### config.mk
export PLATFORM = sky130hd
export DESIGN_NAME = acc_ctrl_flat
export DESIGN_NICKNAME = d
export VERILOG_FILES = /design/src/rtl/acc_ctrl_pkg.sv /design/src/rtl/acc_ctrl_if.sv /design/src/rtl/acc_ctrl_cnt.sv /design/src/rtl/acc_ctrl.sv /design/src/flat_wrapper.sv
export SDC_FILE = /design/constraint.sdc
export NUM_CORES = 1
export LEC_CHECK = 0
export ABC_AREA = 1
export CAP_MARGIN = 20
export CORE_UTILIZATION = 45
export CTS_BUF_LIST = sky130_fd_sc_hd__clkbuf_4 sky130_fd_sc_hd__clkbuf_8
export DETAILED_ROUTE_END_ITERATION = 8
export PLACE_DENSITY = 0.79
export SLEW_MARGIN = 20
export SYNTH_ARGS = -nofsm -noshare
export SYNTH_HDL_FRONTEND = slang
export SYNTH_SLANG_ARGS = --single-unit
### constraint.sdc
create_clock -name clk -period 1.92 [get_ports clk]
set_input_delay 0.384 -clock clk [delete_from_list [all_inputs] [get_ports clk]]
set_output_delay 0.384 -clock clk [all_outputs]
set_load 0.01 [all_outputs]
### src/rtl/acc_ctrl_pkg.sv
// ============================================================================
// Module   : acc_ctrl_pkg
// Purpose  : Shared FSM state encoding and default widths for acc_ctrl.
// Revision : 1.0 - initial release
// ============================================================================
`default_nettype none

package acc_ctrl_pkg;

  localparam int unsigned LEN_W_DEF  = 8;
  localparam int unsigned ADDR_W_DEF = 8;

  typedef enum logic [1:0] {
    IDLE = 2'd0,
    CLR  = 2'd1,
    RUN  = 2'd2,
    DONE = 2'd3
  } state_e;

endpackage

`default_nettype wire

### src/rtl/acc_ctrl_if.sv
// ============================================================================
// Module   : acc_ctrl_if
// Purpose  : Job request / operand fetch / accumulator control bundle.
// Revision : 1.0 - initial release
// ============================================================================
`default_nettype none

interface acc_ctrl_if
  import acc_ctrl_pkg::*;
#(
  parameter int LEN_W  = LEN_W_DEF,
  parameter int ADDR_W = ADDR_W_DEF
);

  logic              start_i;
  logic [LEN_W-1:0]  len_i;
  logic [ADDR_W-1:0] base_addr_i;
  logic              data_valid_i;
  logic              rd_en_o;
  logic [ADDR_W-1:0] rd_addr_o;
  logic              acc_clr_o;
  logic              acc_en_o;
  logic              busy_o;
  logic              done_o;

  modport master (
    output start_i, len_i, base_addr_i, data_valid_i,
    input  rd_en_o, rd_addr_o, acc_clr_o, acc_en_o, busy_o, done_o
  );

  modport slave (
    input  start_i, len_i, base_addr_i, data_valid_i,
    output rd_en_o, rd_addr_o, acc_clr_o, acc_en_o, busy_o, done_o
  );

endinterface

`default_nettype wire

### src/rtl/acc_ctrl_cnt.sv
// ============================================================================
// Module   : acc_ctrl_cnt
// Purpose  : Operand index counter with latched length/base; last flag + address.
// Revision : 1.0 - initial release
// ============================================================================
`default_nettype none

module acc_ctrl_cnt
  import acc_ctrl_pkg::*;
#(
  parameter int LEN_W  = LEN_W_DEF,
  parameter int ADDR_W = ADDR_W_DEF
) (
  input  logic              clk,
  input  logic              rstn,
  input  logic              load_i,
  input  logic              inc_i,
  input  logic [LEN_W-1:0]  len_i,
  input  logic [ADDR_W-1:0] base_i,
  output logic              last_o,
  output logic              len_zero_o,
  output logic [ADDR_W-1:0] rd_addr_o
);

  localparam logic [LEN_W-1:0] LEN_ONE = LEN_W'(1);

  logic [LEN_W-1:0]  idx_q,  idx_d;
  logic [LEN_W-1:0]  len_q,  len_d;
  logic [ADDR_W-1:0] base_q, base_d;

  always_comb begin
    idx_d  = idx_q;
    len_d  = len_q;
    base_d = base_q;
    if (load_i) begin
      idx_d  = '0;
      len_d  = len_i;
      base_d = base_i;
    end else if (inc_i) begin
      idx_d  = idx_q + LEN_ONE;
    end
  end

  always_ff @(posedge clk) begin
    if (!rstn) begin
      idx_q  <= '0;
      len_q  <= '0;
      base_q <= '0;
    end else begin
      idx_q  <= idx_d;
      len_q  <= len_d;
      base_q <= base_d;
    end
  end

  // Only meaningful while len_q != 0; the FSM never enters RUN otherwise.
  assign last_o     = (idx_q == (len_q - LEN_ONE));
  assign len_zero_o = (len_q == '0);
  assign rd_addr_o  = base_q + ADDR_W'(idx_q);

endmodule

`default_nettype wire

### src/rtl/acc_ctrl.sv
// ============================================================================
// Module   : acc_ctrl
// Purpose  : Accumulation job sequencer (IDLE/CLR/RUN/DONE) driving operand
//            fetch and accumulator clear/enable. Optional sticky interrupt
//            when ACC_CTRL_IRQ_EN is defined.
// Revision : 1.0 - initial release
// ============================================================================
`default_nettype none

module acc_ctrl
  import acc_ctrl_pkg::*;
#(
  parameter int LEN_W  = LEN_W_DEF,
  parameter int ADDR_W = ADDR_W_DEF
) (
  input  logic       clk,
  input  logic       rstn,
  acc_ctrl_if.slave  bus
`ifdef ACC_CTRL_IRQ_EN
  ,
  input  logic       irq_clr_i,
  output logic       irq_o
`endif
);

  state_e            state_q, state_d;
  logic              load;
  logic              inc;
  logic              last;
  logic              len_zero;
  logic [ADDR_W-1:0] rd_addr;

  acc_ctrl_cnt #(
    .LEN_W  (LEN_W),
    .ADDR_W (ADDR_W)
  ) u_cnt (
    .clk        (clk),
    .rstn       (rstn),
    .load_i     (load),
    .inc_i      (inc),
    .len_i      (bus.len_i),
    .base_i     (bus.base_addr_i),
    .last_o     (last),
    .len_zero_o (len_zero),
    .rd_addr_o  (rd_addr)
  );

  always_ff @(posedge clk) begin
    if (!rstn) begin
      state_q <= IDLE;
    end else begin
      state_q <= state_d;
    end
  end

  always_comb begin
    state_d = state_q;
    load    = 1'b0;
    inc     = 1'b0;
    case (state_q)
      IDLE: begin
        if (bus.start_i) begin
          load    = 1'b1;
          state_d = CLR;
        end
      end
      CLR: begin
        state_d = len_zero ? DONE : RUN;
      end
      RUN: begin
        if (bus.data_valid_i) begin
          inc = 1'b1;
          if (last) begin
            state_d = DONE;
          end
        end
      end
      DONE: begin
        state_d = IDLE;
      end
      default: begin
        state_d = IDLE;
      end
    endcase
  end

  // Moore outputs from state; acc_en follows data_valid in the same cycle.
  assign bus.rd_en_o   = (state_q == RUN);
  assign bus.rd_addr_o = rd_addr;
  assign bus.acc_clr_o = (state_q == CLR);
  assign bus.acc_en_o  = (state_q == RUN) && bus.data_valid_i;
  assign bus.busy_o    = (state_q != IDLE);
  assign bus.done_o    = (state_q == DONE);

`ifdef ACC_CTRL_IRQ_EN
  logic irq_q, irq_d;

  // Completion has priority over a coincident clear so no event is lost.
  always_comb begin
    irq_d = irq_q;
    if (state_q == DONE) begin
      irq_d = 1'b1;
    end else if (irq_clr_i) begin
      irq_d = 1'b0;
    end
  end

  always_ff @(posedge clk) begin
    if (!rstn) begin
      irq_q <= 1'b0;
    end else begin
      irq_q <= irq_d;
    end
  end

  assign irq_o = irq_q;
`endif

endmodule

`default_nettype wire

### src/flat_wrapper.sv
// flat-port wrapper written by rule: the top's interface ports become plain ports
module acc_ctrl_flat import acc_ctrl_pkg::*;
#(
  parameter int LEN_W  = LEN_W_DEF,
  parameter int ADDR_W = ADDR_W_DEF
)
  (clk, rstn, bus_start_i, bus_len_i, bus_base_addr_i, bus_data_valid_i, bus_rd_en_o, bus_rd_addr_o, bus_acc_clr_o, bus_acc_en_o, bus_busy_o, bus_done_o);
  acc_ctrl_if #(.LEN_W(LEN_W), .ADDR_W(ADDR_W)) bus_i ();
  input  logic clk;
  input  logic rstn;
  input wire logic [$bits(bus_i.start_i)-1:0] bus_start_i;
  input wire logic [$bits(bus_i.len_i)-1:0] bus_len_i;
  input wire logic [$bits(bus_i.base_addr_i)-1:0] bus_base_addr_i;
  input wire logic [$bits(bus_i.data_valid_i)-1:0] bus_data_valid_i;
  output wire logic [$bits(bus_i.rd_en_o)-1:0] bus_rd_en_o;
  output wire logic [$bits(bus_i.rd_addr_o)-1:0] bus_rd_addr_o;
  output wire logic [$bits(bus_i.acc_clr_o)-1:0] bus_acc_clr_o;
  output wire logic [$bits(bus_i.acc_en_o)-1:0] bus_acc_en_o;
  output wire logic [$bits(bus_i.busy_o)-1:0] bus_busy_o;
  output wire logic [$bits(bus_i.done_o)-1:0] bus_done_o;
  assign bus_i.start_i = bus_start_i;
  assign bus_i.len_i = bus_len_i;
  assign bus_i.base_addr_i = bus_base_addr_i;
  assign bus_i.data_valid_i = bus_data_valid_i;
  assign bus_rd_en_o = bus_i.rd_en_o;
  assign bus_rd_addr_o = bus_i.rd_addr_o;
  assign bus_acc_clr_o = bus_i.acc_clr_o;
  assign bus_acc_en_o = bus_i.acc_en_o;
  assign bus_busy_o = bus_i.busy_o;
  assign bus_done_o = bus_i.done_o;
  acc_ctrl #(.LEN_W(LEN_W), .ADDR_W(ADDR_W)) u_core (.clk(clk), .rstn(rstn), .bus(bus_i));
endmodule
==> flow_metrics.tcl <==
set metrics [dict create \
    period_needed_ns 2.22 \
    antenna_found_initial 0 \
    drc 0 \
    slew_viol_final 0 \
    cp.arrival_ns 1.84 \
    cts_made_buffers 3 \
    syn_area_per_cell_um2 6.98 \
    synth_area_um2 1700 \
    p_sw_uw 1020 \
    clock_latency_ns 0.27 \
    clock_path_buffers 2 \
    detail-route-antenna-nets 0 \
    num-nets-final 343 \
    netlist_top_cells_area "dfxtp_1 (31%), ha_1 (11%), nand2_1 (9.5%), nor2_1 (7.7%), o21ai_0 (6.8%)" \
    finalWorstSetupSlack_ns -0.299 \
    synth_mux_area_share_pct 0 \
    dieArea_um2 4030 \
    antenna_cells 0 \
    avgViaCountPerCell 4.96 \
    ios 33 \
    h-tree-depth 1 \
    pwr-share-seq_pct 29.7 \
    crit_fanout 2 \
    place_area_um2 2260 \
    powerDensity_nw_per_um2 1050 \
    drv_cap 0 \
    clkPwrFrac_pct 17.7 \
    synthCells 244 \
    track_usage_pct 21.5 \
    die_w_um 63.5 \
    violations "negative setup slack" \
    die_h_um 63.5 \
    cts_tree "done" \
    skew_ns 0.00357 \
    placed_cells 343 \
    critPathCaptureType "output port" \
    ys_ff_latch 26 \
    path_class "flip-flop to output port" \
    clock-root-buffer "clkbuf_8" \
    combinationalPowerShare_pct 52.6 \
    timing.slew.headroom_pct 74.0 \
    min_path_type "flip-flop to flip-flop" \
    power.leakage_uw 0.00115 \
    area_delta_synth_final_pct 43.4 \
    portBuffers 32 \
    gp_congestion 0.838 \
    vias 1746 \
    hpwlAfterDp_mm 2.99 \
    num_rows 21 \
    timing.final.crit_share_pct 116 \
    routed_wl_mm 4.23 \
    synth_cell_types 32 \
    synth_top_family_by_area "simple AND/OR/NAND/NOR gates" \
    final_area_um2 2440 \
    internal_power_uw 1560 \
    yosysTopAreaCell "dfxtp_1" \
    cp-start-kind "flip-flop" \
    setup_viol 6 \
    yosysSeqAreaShare_pct 30.6 \
    hold_viol_final 0 \
    clock.fmax_mhz 451 \
    drt_iter0_markers 110 \
    grt_pass1_vias 1602 \
    gr-total-overflow 0 \
    clock_sinks 26 \
    core_um2 3470 \
    switching_share_pct 39.5 \
    drive_gt1_share_pct 28.1 \
    clk_pin_slew_ns 0.09 \
    tns_ns -0.829 \
    yosysTopAreaCellShare_pct 30.6 \
    rsz0062_at_grt "yes" \
    grt_max_degree 25 \
    vdd_drop_max_mv 0.669 \
    grt_pass1_wl_mm 6.92 \
    final_common_cell "nand2_1" \
    synth_compound_area_share_pct 14.6 \
    outcome "finished with violations" \
    synthSimpleGateAreaFrac_pct 28.9 \
    drt_first_pass_iters 4 \
    yosys_warnings 0 \
    wl_per_cell_um 12.0 \
    fin_cells 352 \
    tightest_slew_ns 0.389 \
    layout_common_cells "nand2_1 (42), nor2_1 (35), buf_4 (27), inv_1 (25), clkdlybuf4s50_1 (22)" \
    crit_required_ns 1.54 \
    synth_xor_area_share_pct 5.14 \
    synth_nets 280 \
    floorplan.initialDensity_pct 49.1 \
    cts_hold_buf 0 \
    synthAdderAreaFrac_pct 12.2 \
    pre_cts_slack_ns -0.447 \
]
## metrics by stage
step,utilization [%],power [µW],hold slack (ns)
2_1_floorplan,-,1560,0.456
3_3_place_gp,65.2,2000,0.467
3_5_place_dp,65.2,2040,0.477
4_1_cts,68.8,2520,0.503
5_1_grt,70.4,2780,0.533
6_report,70.4,2570,0.501
## worst max-delay path: stages, from the launching register on
cell,delay (ns)
dfxtp_2,0.37
ha_4,0.14
inv_2,0.03
fa_2,0.35
o21ai_2,0.14
nand2_1,0.09
a21oi_2,0.12
nor2_1,0.05
xnor2_1,0.13
buf_2,0.14
## power groups by stage
stage	registers [µW]	clock network (µW)	logic, µW
after global placement	751	0	1250
after detailed placement	755	0	1280
after CTS	759	459	1300
after global routing	776	483	1520
final	764	457	1350
after floorplan	745	0	814
## layout make-up
cell class                 count  area (µm²)
clock buffer                   3        41.3
clock inverter                 1        30.0
fill                         282        1030
inverter                      34         129
multi-input combinational    180        1120
sequential                    26         529
tap                           46        57.6
timing repair buffer          62         532
## per-layer routing
metal	global-route usage, %	vias up	part of all wire, %
li1	-	907	-
met1	26.4	806	47
met2	39.6	28	50
met3	2.17	5	1.7
met4	4.83	0	0.83
met5	0	-	0
## cell usage after synthesis (all sizes together)
cell and instances:
nand2 47, xor2 6, dfxtp 26, clkbuf 4, ha 15, o31ai 1, nand3 8, nor2 42
nor3 4, a31oi 1, nor3b 1, o211ai 1, a21oi 20, inv 31, fa 1, nand4 2
xnor2 4, or2 2, o21ai 24, a211oi 1, clkinv 3
## final timing paths
check / startpoint / endpoint / slack [ns] / cells past startpoint
worst max-delay path: u_core.u_cnt.base_q[0]$_SDFFE_PN0P_ / bus_rd_addr_o[6] / -0.30 / 9
worst min-delay path: u_core.u_cnt.base_q[6]$_SDFFE_PN0P_ / u_core.u_cnt.base_q[6]$_SDFFE_PN0P_ / 0.50 / 2
worst max register to register: u_core.u_cnt.len_q[0]$_SDFFE_PN0P_ / u_core.state_q[0]$_SDFFE_PN0P_ / 0.17 / 12
worst min register to register: u_core.u_cnt.base_q[6]$_SDFFE_PN0P_ / u_core.u_cnt.base_q[6]$_SDFFE_PN0P_ / 0.50 / 2
## state kept, by name, summed over array words and instances (netlist names)
register	flops
u_core.state_q	2
u_core.u_cnt.base_q	8
u_core.u_cnt.idx_q	8
u_core.u_cnt.len_q	8
## timing repair
action	CTS	global route
setup endpoints to repair	9	11
pin swaps	3	7
gates cloned	0	0
buffers inserted	4	1
gates resized for setup	46	13
## cells by family after synthesis
group,Yosys count
buffers and inverters,38
AOI/OAI and AO/OA,48
xor gates and xnor gates,10
and+or+nand+nor,106
DFF,26
adders and majority gates,16
(Power assumes the default switching activity.)
